$ cat config.mk
export PLATFORM = sky130hd
export DESIGN_NAME = instruction_fetch_flat
export DESIGN_NICKNAME = d
export VERILOG_FILES = /design/src/rtl/instruction_fetch_pkg.sv /design/src/rtl/instruction_fetch_if.sv /design/src/rtl/instruction_fetch_obuf.sv /design/src/rtl/instruction_fetch.sv /design/src/flat_wrapper.sv
export SDC_FILE = /design/constraint.sdc
export NUM_CORES = 1
export LEC_CHECK = 0
export CORE_MARGIN = 2
export CORE_UTILIZATION = 45
export DETAILED_ROUTE_END_ITERATION = 8
export DONT_BUFFER_PORTS = 1
export PLACE_DENSITY = 0.67
export RECOVER_POWER = 50
export SYNTH_ARGS = -nofsm -noshare
export SYNTH_HDL_FRONTEND = slang
export SYNTH_HIERARCHICAL = 1
export SYNTH_SLANG_ARGS = --single-unit
$ cat constraint.sdc
create_clock -name clk -period 3 [get_ports clk]
set_input_delay 0.6 -clock clk [delete_from_list [all_inputs] [get_ports clk]]
set_output_delay 0.6 -clock clk [all_outputs]
set_load 0.05 [all_outputs]
$ cat src/rtl/instruction_fetch_pkg.sv
// Shared constants and state encoding for the instruction fetch stage.
package instruction_fetch_pkg;

    localparam int          DEFAULT_XLEN         = 32;
    localparam logic [31:0] DEFAULT_RESET_VECTOR = 32'h0000_0000;
    localparam logic [31:0] DEFAULT_NOP_INST     = 32'h0000_0013;

    // Fetch sequencing states; the encoding is shared with the rest of the core.
    typedef enum logic [1:0] {
        IDLE = 2'd0,
        REQ  = 2'd1,
        WAIT = 2'd2,
        DONE = 2'd3
    } fetch_state_e;

    // A jump target is misaligned when either of its two low bits is set.
    function automatic logic is_misaligned(input logic [1:0] lsb);
        return lsb != 2'b00;
    endfunction

endpackage

$ cat src/rtl/instruction_fetch_if.sv
// Instruction memory read channel: req/ready request phase, rvalid data phase.
interface instruction_fetch_if #(
    parameter int XLEN = 32
);

    logic            imem_req;
    logic [XLEN-1:0] imem_addr;
    logic            imem_ready;
    logic            imem_rvalid;
    logic [31:0]     imem_rdata;

    modport master (
        output imem_req,
        output imem_addr,
        input  imem_ready,
        input  imem_rvalid,
        input  imem_rdata
    );

    modport slave (
        input  imem_req,
        input  imem_addr,
        output imem_ready,
        output imem_rvalid,
        output imem_rdata
    );

endinterface

$ cat src/rtl/instruction_fetch_obuf.sv
// Enabled output register with a configurable reset value.
module instruction_fetch_obuf #(
    parameter int               WIDTH       = 32,
    parameter logic [WIDTH-1:0] RESET_VALUE = '0
) (
    input  logic             clk,
    input  logic             rst_n,
    input  logic             i_en,
    input  logic [WIDTH-1:0] i_d,
    output logic [WIDTH-1:0] o_q
);

    logic [WIDTH-1:0] r_q;

    // Load on enable, otherwise hold; reset restores the configured value.
    always_ff @(posedge clk or negedge rst_n) begin
        if (!rst_n) begin
            r_q <= RESET_VALUE;
        end else if (i_en) begin
            r_q <= i_d;
        end
    end

    assign o_q = r_q;

endmodule

$ cat src/rtl/instruction_fetch.sv
// Fetch stage: owns the PC, performs one memory read per fetch phase and
// registers the returned instruction together with its PC and PC+4.
module instruction_fetch
    import instruction_fetch_pkg::*;
#(
    parameter int              XLEN         = DEFAULT_XLEN,
    parameter logic [XLEN-1:0] RESET_VECTOR = XLEN'(DEFAULT_RESET_VECTOR),
    parameter logic [31:0]     NOP_INST     = DEFAULT_NOP_INST
) (
    input  logic                clk,
    input  logic                rst_n,
    input  logic                phase_fetch,
    input  logic                pc_update_en,
    input  logic                jump_taken,
    input  logic [XLEN-1:0]     jump_target,
    instruction_fetch_if.master imem,
    output logic [31:0]         inst,
    output logic [XLEN-1:0]     curr_pc_fd,
    output logic [XLEN-1:0]     next_pc_fd,
    output logic                stall_fetch,
    output logic                inst_addr_misaligned
);

    fetch_state_e    r_state;
    fetch_state_e    w_nextState;
    logic [XLEN-1:0] r_pc;
    logic [XLEN-1:0] r_reqAddr;
    logic            r_misaligned;
    logic            w_capture;
    logic            w_latchReq;
    logic [XLEN-1:0] w_reqAddrPlus4;
    logic [XLEN-1:0] w_jumpAligned;

    assign w_reqAddrPlus4 = r_reqAddr + XLEN'(4);
    assign w_jumpAligned  = {jump_target[XLEN-1:2], 2'b00};

    // State register; reset abandons any in-flight read so a late rvalid is ignored.
    always_ff @(posedge clk or negedge rst_n) begin
        if (!rst_n) begin
            r_state <= IDLE;
        end else begin
            r_state <= w_nextState;
        end
    end

    // Next state, request latch strobe and capture strobe.
    always_comb begin
        w_nextState = r_state;
        w_capture   = 1'b0;
        w_latchReq  = 1'b0;
        case (r_state)
            IDLE: begin
                if (phase_fetch) begin
                    w_latchReq  = 1'b1;
                    w_nextState = REQ;
                end
            end
            REQ: begin
                if (imem.imem_ready) begin
                    if (imem.imem_rvalid) begin
                        w_capture   = 1'b1;
                        w_nextState = DONE;
                    end else begin
                        w_nextState = WAIT;
                    end
                end
            end
            WAIT: begin
                if (imem.imem_rvalid) begin
                    w_capture   = 1'b1;
                    w_nextState = DONE;
                end
            end
            DONE: begin
                if (!phase_fetch) begin
                    w_nextState = IDLE;
                end
            end
            default: w_nextState = IDLE;
        endcase
    end

    // Request address is frozen at the start of a fetch so PC updates cannot disturb it.
    always_ff @(posedge clk or negedge rst_n) begin
        if (!rst_n) begin
            r_reqAddr <= RESET_VECTOR;
        end else if (w_latchReq) begin
            r_reqAddr <= r_pc;
        end
    end

    // Program counter: sequential step or word-aligned jump on the commit pulse.
    always_ff @(posedge clk or negedge rst_n) begin
        if (!rst_n) begin
            r_pc <= RESET_VECTOR;
        end else if (pc_update_en) begin
            r_pc <= jump_taken ? w_jumpAligned : r_pc + XLEN'(4);
        end
    end

    // Sticky misaligned-target flag; only reset clears it.
    always_ff @(posedge clk or negedge rst_n) begin
        if (!rst_n) begin
            r_misaligned <= 1'b0;
        end else if (pc_update_en && jump_taken && is_misaligned(jump_target[1:0])) begin
            r_misaligned <= 1'b1;
        end
    end

    assign imem.imem_req       = (r_state == REQ);
    assign imem.imem_addr      = r_reqAddr;
    assign stall_fetch         = (r_state == REQ) || (r_state == WAIT) ||
                                 ((r_state == IDLE) && phase_fetch);
    assign inst_addr_misaligned = r_misaligned;

    instruction_fetch_obuf #(
        .WIDTH       (32),
        .RESET_VALUE (NOP_INST)
    ) u_instBuf (
        .clk   (clk),
        .rst_n (rst_n),
        .i_en  (w_capture),
        .i_d   (imem.imem_rdata),
        .o_q   (inst)
    );

    instruction_fetch_obuf #(
        .WIDTH       (XLEN),
        .RESET_VALUE (RESET_VECTOR)
    ) u_currPcBuf (
        .clk   (clk),
        .rst_n (rst_n),
        .i_en  (w_capture),
        .i_d   (r_reqAddr),
        .o_q   (curr_pc_fd)
    );

    instruction_fetch_obuf #(
        .WIDTH       (XLEN),
        .RESET_VALUE (RESET_VECTOR + XLEN'(4))
    ) u_nextPcBuf (
        .clk   (clk),
        .rst_n (rst_n),
        .i_en  (w_capture),
        .i_d   (w_reqAddrPlus4),
        .o_q   (next_pc_fd)
    );

endmodule

$ cat src/flat_wrapper.sv
// flat-port wrapper written by rule: the top's interface ports become plain ports
module instruction_fetch_flat import instruction_fetch_pkg::*;
#(
    parameter int              XLEN         = DEFAULT_XLEN,
    parameter logic [XLEN-1:0] RESET_VECTOR = XLEN'(DEFAULT_RESET_VECTOR),
    parameter logic [31:0]     NOP_INST     = DEFAULT_NOP_INST
)
  (clk, rst_n, phase_fetch, pc_update_en, jump_taken, jump_target, inst, curr_pc_fd, next_pc_fd, stall_fetch, inst_addr_misaligned, imem_imem_req, imem_imem_addr, imem_imem_ready, imem_imem_rvalid, imem_imem_rdata);
  instruction_fetch_if #(.XLEN(XLEN)) imem_i ();
  input  logic clk;
  input  logic rst_n;
  input  logic phase_fetch;
  input  logic pc_update_en;
  input  logic jump_taken;
  input  logic [XLEN-1:0] jump_target;
  output logic [31:0] inst;
  output logic [XLEN-1:0] curr_pc_fd;
  output logic [XLEN-1:0] next_pc_fd;
  output logic stall_fetch;
  output logic inst_addr_misaligned;
  output wire logic [$bits(imem_i.imem_req)-1:0] imem_imem_req;
  output wire logic [$bits(imem_i.imem_addr)-1:0] imem_imem_addr;
  input wire logic [$bits(imem_i.imem_ready)-1:0] imem_imem_ready;
  input wire logic [$bits(imem_i.imem_rvalid)-1:0] imem_imem_rvalid;
  input wire logic [$bits(imem_i.imem_rdata)-1:0] imem_imem_rdata;
  assign imem_imem_req = imem_i.imem_req;
  assign imem_imem_addr = imem_i.imem_addr;
  assign imem_i.imem_ready = imem_imem_ready;
  assign imem_i.imem_rvalid = imem_imem_rvalid;
  assign imem_i.imem_rdata = imem_imem_rdata;
  instruction_fetch #(.XLEN(XLEN), .RESET_VECTOR(RESET_VECTOR), .NOP_INST(NOP_INST)) u_core (.clk(clk), .rst_n(rst_n), .phase_fetch(phase_fetch), .pc_update_en(pc_update_en), .jump_taken(jump_taken), .jump_target(jump_target), .imem(imem_i), .inst(inst), .curr_pc_fd(curr_pc_fd), .next_pc_fd(next_pc_fd), .stall_fetch(stall_fetch), .inst_addr_misaligned(inst_addr_misaligned));
endmodule
; Word level (Yosys, flattened, before mapping)
; Index checks and enable logic that the tools add are counted.
; Widths: inputs -> output; s select.
[totals]
output_inout_bits = 131
regBits = 163
[op_classes]
add_sub_neg = 2
reduce_logical = 8
muxes = 12
n_eq_ne = 7
[ops]
columns = operator, n
row1 = $add 32x3->32 const B, 2
row2 = $mux 32, 1
row3 = $mux 2, 4
row4 = $pmux 2 s4, 1
row5 = $ne 2x2->1 const B, 3
row6 = $mux 1, 5
row7 = $eq 2x2->1 const B, 2
row8 = $reduce_and 4->1, 1
row9 = $logic_and 1x1->1, 3
row10 = $eq 2x1->1 const B, 1
row11 = $logic_not 2->1, 1
row12 = $logic_or 1x1->1, 2
row13 = $ne 2x1->1 const B, 1
row14 = $pmux 1 s2, 1
row15 = $reduce_bool 2->1, 1

; Logic depth before layout (Yosys ltp)
[logic_depth]
ltp_word = 3
depth_mapped = 7

; Modules after synthesis
; The synthesis kept the hierarchy.
[modules_own_cells]
columns = mod, cells_each, seq_area_each_um2, instances, area_per_inst_um2
row1 = instruction_fetch, 435, 1576.5, 1, 4017.6
row2 = instruction_fetch_obuf (u_core.u_instBuf), 68, 804.5, 1, 1348.8
row3 = instruction_fetch_obuf (u_core.u_nextPcBuf), 68, 802.0, 1, 1346.3
row4 = instruction_fetch_obuf (u_core.u_currPcBuf), 68, 800.8, 1, 1345.0

; Worst setup path after synthesis
; Ideal clock, no wire load.
[synth_timing]
path_type = flip-flop to flip-flop
start = reg u_core.r_reqAddr[2], in the netlist u_core/imem.imem_addr[2]
end = reg u_core.u_nextPcBuf.r_q[26], in the netlist u_core/u_nextPcBuf/o_q[26]
n_path_buf = 1
stages_incl_launch_ff = 8
t_required_ps = 2875
path_slack_ps = 751
t_arrival_ps = 2124
synth_period_minus_slack_ps = 2249
setup_ps = 125
path_cell_list = dfrtp_1 > ha_1 > and4_1 > clkbuf_1 > and2b_1 > nand4_1 > xnor2_1 > mux2_4
[synth_via]
elab_chain_cells = 1
[synth_lines]
columns = item, line_no
row1 = "start, declared", instruction_fetch.sv:27  ; logic [XLEN-1:0] r_reqAddr;
row2 = "start signal, assigned", instruction_fetch.sv:88  ; r_reqAddr <= r_pc;
row3 = $add 32x3->32, instruction_fetch.sv:34  ; assign w_reqAddrPlus4 = r_reqAddr + XLEN'(4);
row4 = net u_core.w_reqAddrPlus4[26], instruction_fetch.sv:31  ; logic [XLEN-1:0] w_reqAddrPlus4;
row5 = "end signal, assigned", instruction_fetch_obuf.sv:20  ; r_q <= i_d;
row6 = "end, declared", instruction_fetch_obuf.sv:13  ; logic [WIDTH-1:0] r_q;
; The timed path passes the listed nets, and every way through them passes these cells.
; A chain may end at the register's enable or synchronous reset.

; Final worst setup path
[layout_timing]
start = reg u_core.r_reqAddr[11], in the netlist u_core/imem.imem_addr[11]
end = reg u_core.u_nextPcBuf.r_q[24], in the netlist u_core/u_nextPcBuf/o_q[24]
; Same word-level chain as after synthesis.

==> flow_summary.yaml <==
run_status:
  status: "complete, but fails checks"
  violations: "hold timing"
yosys:
  synth_most_common_cell: "dfrtp_1"
  synth_edf_count: 0
  synth_seq_area_share_pct: 49.44
  synthFlopType: "dfrtp_1"
  synth_cell_types: 64
  syn_area_sq_mm: 0.008058
  synth_top_cells_by_count: "155 x dfrtp_1, 90 x mux2_4, 39 x nand2_1"
  ys_ff_latch: 159
  synth_largest_area_cell: "dfrtp_1"
  avgSynthCellArea_sq_um: 12.61
  syn-instance-count: 639
  synth_area_leaders: "dfrtp_1 48%, mux2_4 17%, mux2_2 4.5%, xnor2_1 2.6%, buf_12 2.2%"
  yosys.area.top_type_share_pct: 48.14
  yosysWarnings: 6
  async_flop_share_pct: 100.0
timing:
  drv_slew: 0
  finalSetupViolCount: 0
  period_minus_slack_ns: 2.470
  fmax_ghz: 0.4049
  finalCritPeriodShare_pct: 82.33
  final.setup.worst_slack_ns: 0.5302
  whs_ns: -0.1209
  slew_headroom_pct: 25.53
  setup-tns-final_ns: 0
  hold_viol_final: 155
  fin_skew_ns: 0.01064
  worst_slew_pin_slew_ns: 1.117
  rsz0062_at_grt: "false"
critical_path:
  path_class: "reg2reg"
  slowest_stage: "clkbuf_1"
  path_buf_inv: 2
  ff2ff_setup_slack_ns: 0.53
  crit_fanout: 12
  path_delay_family: "buffers and inverters"
  cp.depth: 7
  cp-endpoint: "u_core/u_nextPcBuf/o_q[24]$_DFFE_PN0P_"
  regToRegEndpoint: "u_core/u_nextPcBuf/o_q[24]$_DFFE_PN0P_"
  critPathLaunch: "u_core/imem.imem_addr[11]$_DFFE_PN0P_"
  arrival_ns: 2.77
  crit_path_max_incr_delay_ns: 0.68
  critPathLaunchType: "register"
  r2r_start: "u_core/imem.imem_addr[11]$_DFFE_PN0P_"
  path_cells: "clkbuf_1 -> nand2_1 -> nor4_2 -> buf_4 -> nand4_1 -> xnor2_1 -> mux2_4"
  reg2regPathDepth: 7
  cp-end-kind: "register"
  cp_data_required_time_ns: 3.30
detailed_routing:
  via_per_inst: 5.835
  drt_first_pass_iters: 5
  dr_wl_met3_um: 1604
  wirelength_um: 18690
  drt-met1-wl_um: 7814
  routed.top_layer: "met4"
  antenna_left: 0
  num_vias: 5158
  routedWlPerCell_um: 21.15
  met2_length_um: 8951
  drc_errors: 0
  drt_iter0_markers: 372
power_and_ir_drop:
  p_leak_nw: 3.720
  max-vdd-ir-drop_v: 0.0006199
  finalPower_w: 0.01208
  p_per_area_mw_per_mm2: 1379
clocking:
  clock_sinks: 159
  cts_buffer_depth: 2
  clk_pin_slew_ns: 0.06
  cts_buffers: 17
  insertion_delay_ns: 0.42
  root_buffer: "clkbuf_16"
  cts_tree: "done"
  cts_setup_buffers: 0
  htreeDepth: 4
  cts_resized: 0
die:
  dieArea_sq_mm: 0.01899
  start_util_pct: 46.26
  core_sq_mm: 0.01742
  die_x_um: 137.8
  io_pins: 202
  die_h_um: 137.8
  row_count: 48
place:
  place.gp.congestion: 0.8302
  pre_cts_ws_ns: 0.7122
  portBuffers: 0
  dpl.hpwl_um: 13230
  dp_cells: 852
global_routing:
  overflow: 0
  grt_util_all_layers_pct: 19.94
  grt_pass1_vias: 5139
  grt_first_pass_wirelength_um: 29010
  grt_start_max_net_pins: 160
  antenna_found_initial: 0
finish:
  fin_nets: 723
  post-route-util_pct: 50.30
  nFillCells: 1530
  area_growth_syn_to_layout_pct: 8.727
  diodes: 0
  finalNonFillerCells: 884
  drive_above_1_share_pct: 28.07
min_path:
  hold_path_class: "in2async"
run:
  drv_cap: 0
registers in the layout, indices dropped and copies added (netlist names):
signal                       count
u_core/imem.imem_addr           30
u_core/inst_addr_misaligned      1
u_core/r_pc                     30
u_core/r_state                   2
u_core/u_currPcBuf/o_q          32
u_core/u_instBuf/o_q            32
u_core/u_nextPcBuf/o_q          32
layout by cell type (no fill, tap or decap), types with 8 or more instances in the layout:
cell type,count
a21oi_1,18
and3_1,14
buf_4,8
clkbuf_1,16
clkbuf_16,17
dfrtp_1,155
inv_1,13
mux2_2,32
mux2_4,90
nand2_1,39
nand3_1,24
nand4_1,22
nor2_1,21
nor3_1,9
o21ai_0,24
xnor2_1,24
logic make-up (layout without fill, tap and decap cells):
group,after synthesis,count (layout),share of synthesized area [%]
other,1,6,0.04654
and+or+nand+nor,170,170,12.02
muxes,124,124,21.49
AOI/OAI and AO/OA,95,95,8.044
xor gates and xnor gates,28,28,3.043
buffers and inverters,56,71,4.984
adders and majority gates,6,6,0.9317
DFF,159,159,49.44
layout make-up:
cell class | instances | area, sq um | share of cell area [%]
tap | 225 | 281.5 | 3.213
clock buffer | 18 | 429.2 | 4.899
multi-input combinational | 429 | 3699 | 42.22
inverter | 13 | 48.80 | 0.5570
timing repair buffer | 26 | 161.4 | 1.842
clock inverter | 14 | 157.7 | 1.799
sequential | 159 | 3984 | 45.47
metrics by stage:
| step | area, sq um | hold slack, ns |
|---|---|---|
| after floorplan | 8077 | 0.3044 |
| after global placement | 8233 | 0.3093 |
| after detailed placement | 8233 | 0.3078 |
| after CTS | 8820 | -0.1434 |
| after global routing | 8761 | -0.1482 |
| final | 8761 | -0.1209 |
worst min path at each step:
| stage | end | slack [ns] |
|---|---|---|
| global placement | u_core/u_instBuf/o_q[9]$_DFFE_PN0P_ | 0.31 |
| floorplan | u_core/imem.imem_addr[10]$_DFFE_PN0P_ | 0.30 |
| finish | u_core/u_instBuf/o_q[9]$_DFFE_PN0P_ | -0.12 |
| CTS | u_core/u_instBuf/o_q[9]$_DFFE_PN0P_ | -0.14 |
| detailed placement | u_core/u_instBuf/o_q[9]$_DFFE_PN0P_ | 0.31 |
| global route | u_core/u_instBuf/o_q[9]$_DFFE_PN0P_ | -0.15 |
power breakdown:
part | internal, W | switching [W]
Clock | 0.00124 | 0.000892
Combinational | 0.00179 | 0.00158
Sequential | 0.00304 | 0.00354
Total | 0.00607 | 0.00601
worst register-to-register path, delay by kind of cell, from the launching register on:
| kind | cells | cell delay (ns) |
|---|---|---|
| xor gates and xnor gates | 1 | 0.19 |
| muxes | 1 | 0.28 |
| and+or+nand+nor | 3 | 0.68 |
| buffers and inverters | 2 | 0.90 |
| DFF | 1 | 0.32 |
metal layers:
layer | global-route usage, % | vias to the layer above
li1 | - | 2347
met1 | 25.41 | 2571
met2 | 32.53 | 213
met3 | 5.923 | 27
met4 | 6.633 | 0
met5 | 0 | -
Note: power is estimated with default switching activity, not from simulation.
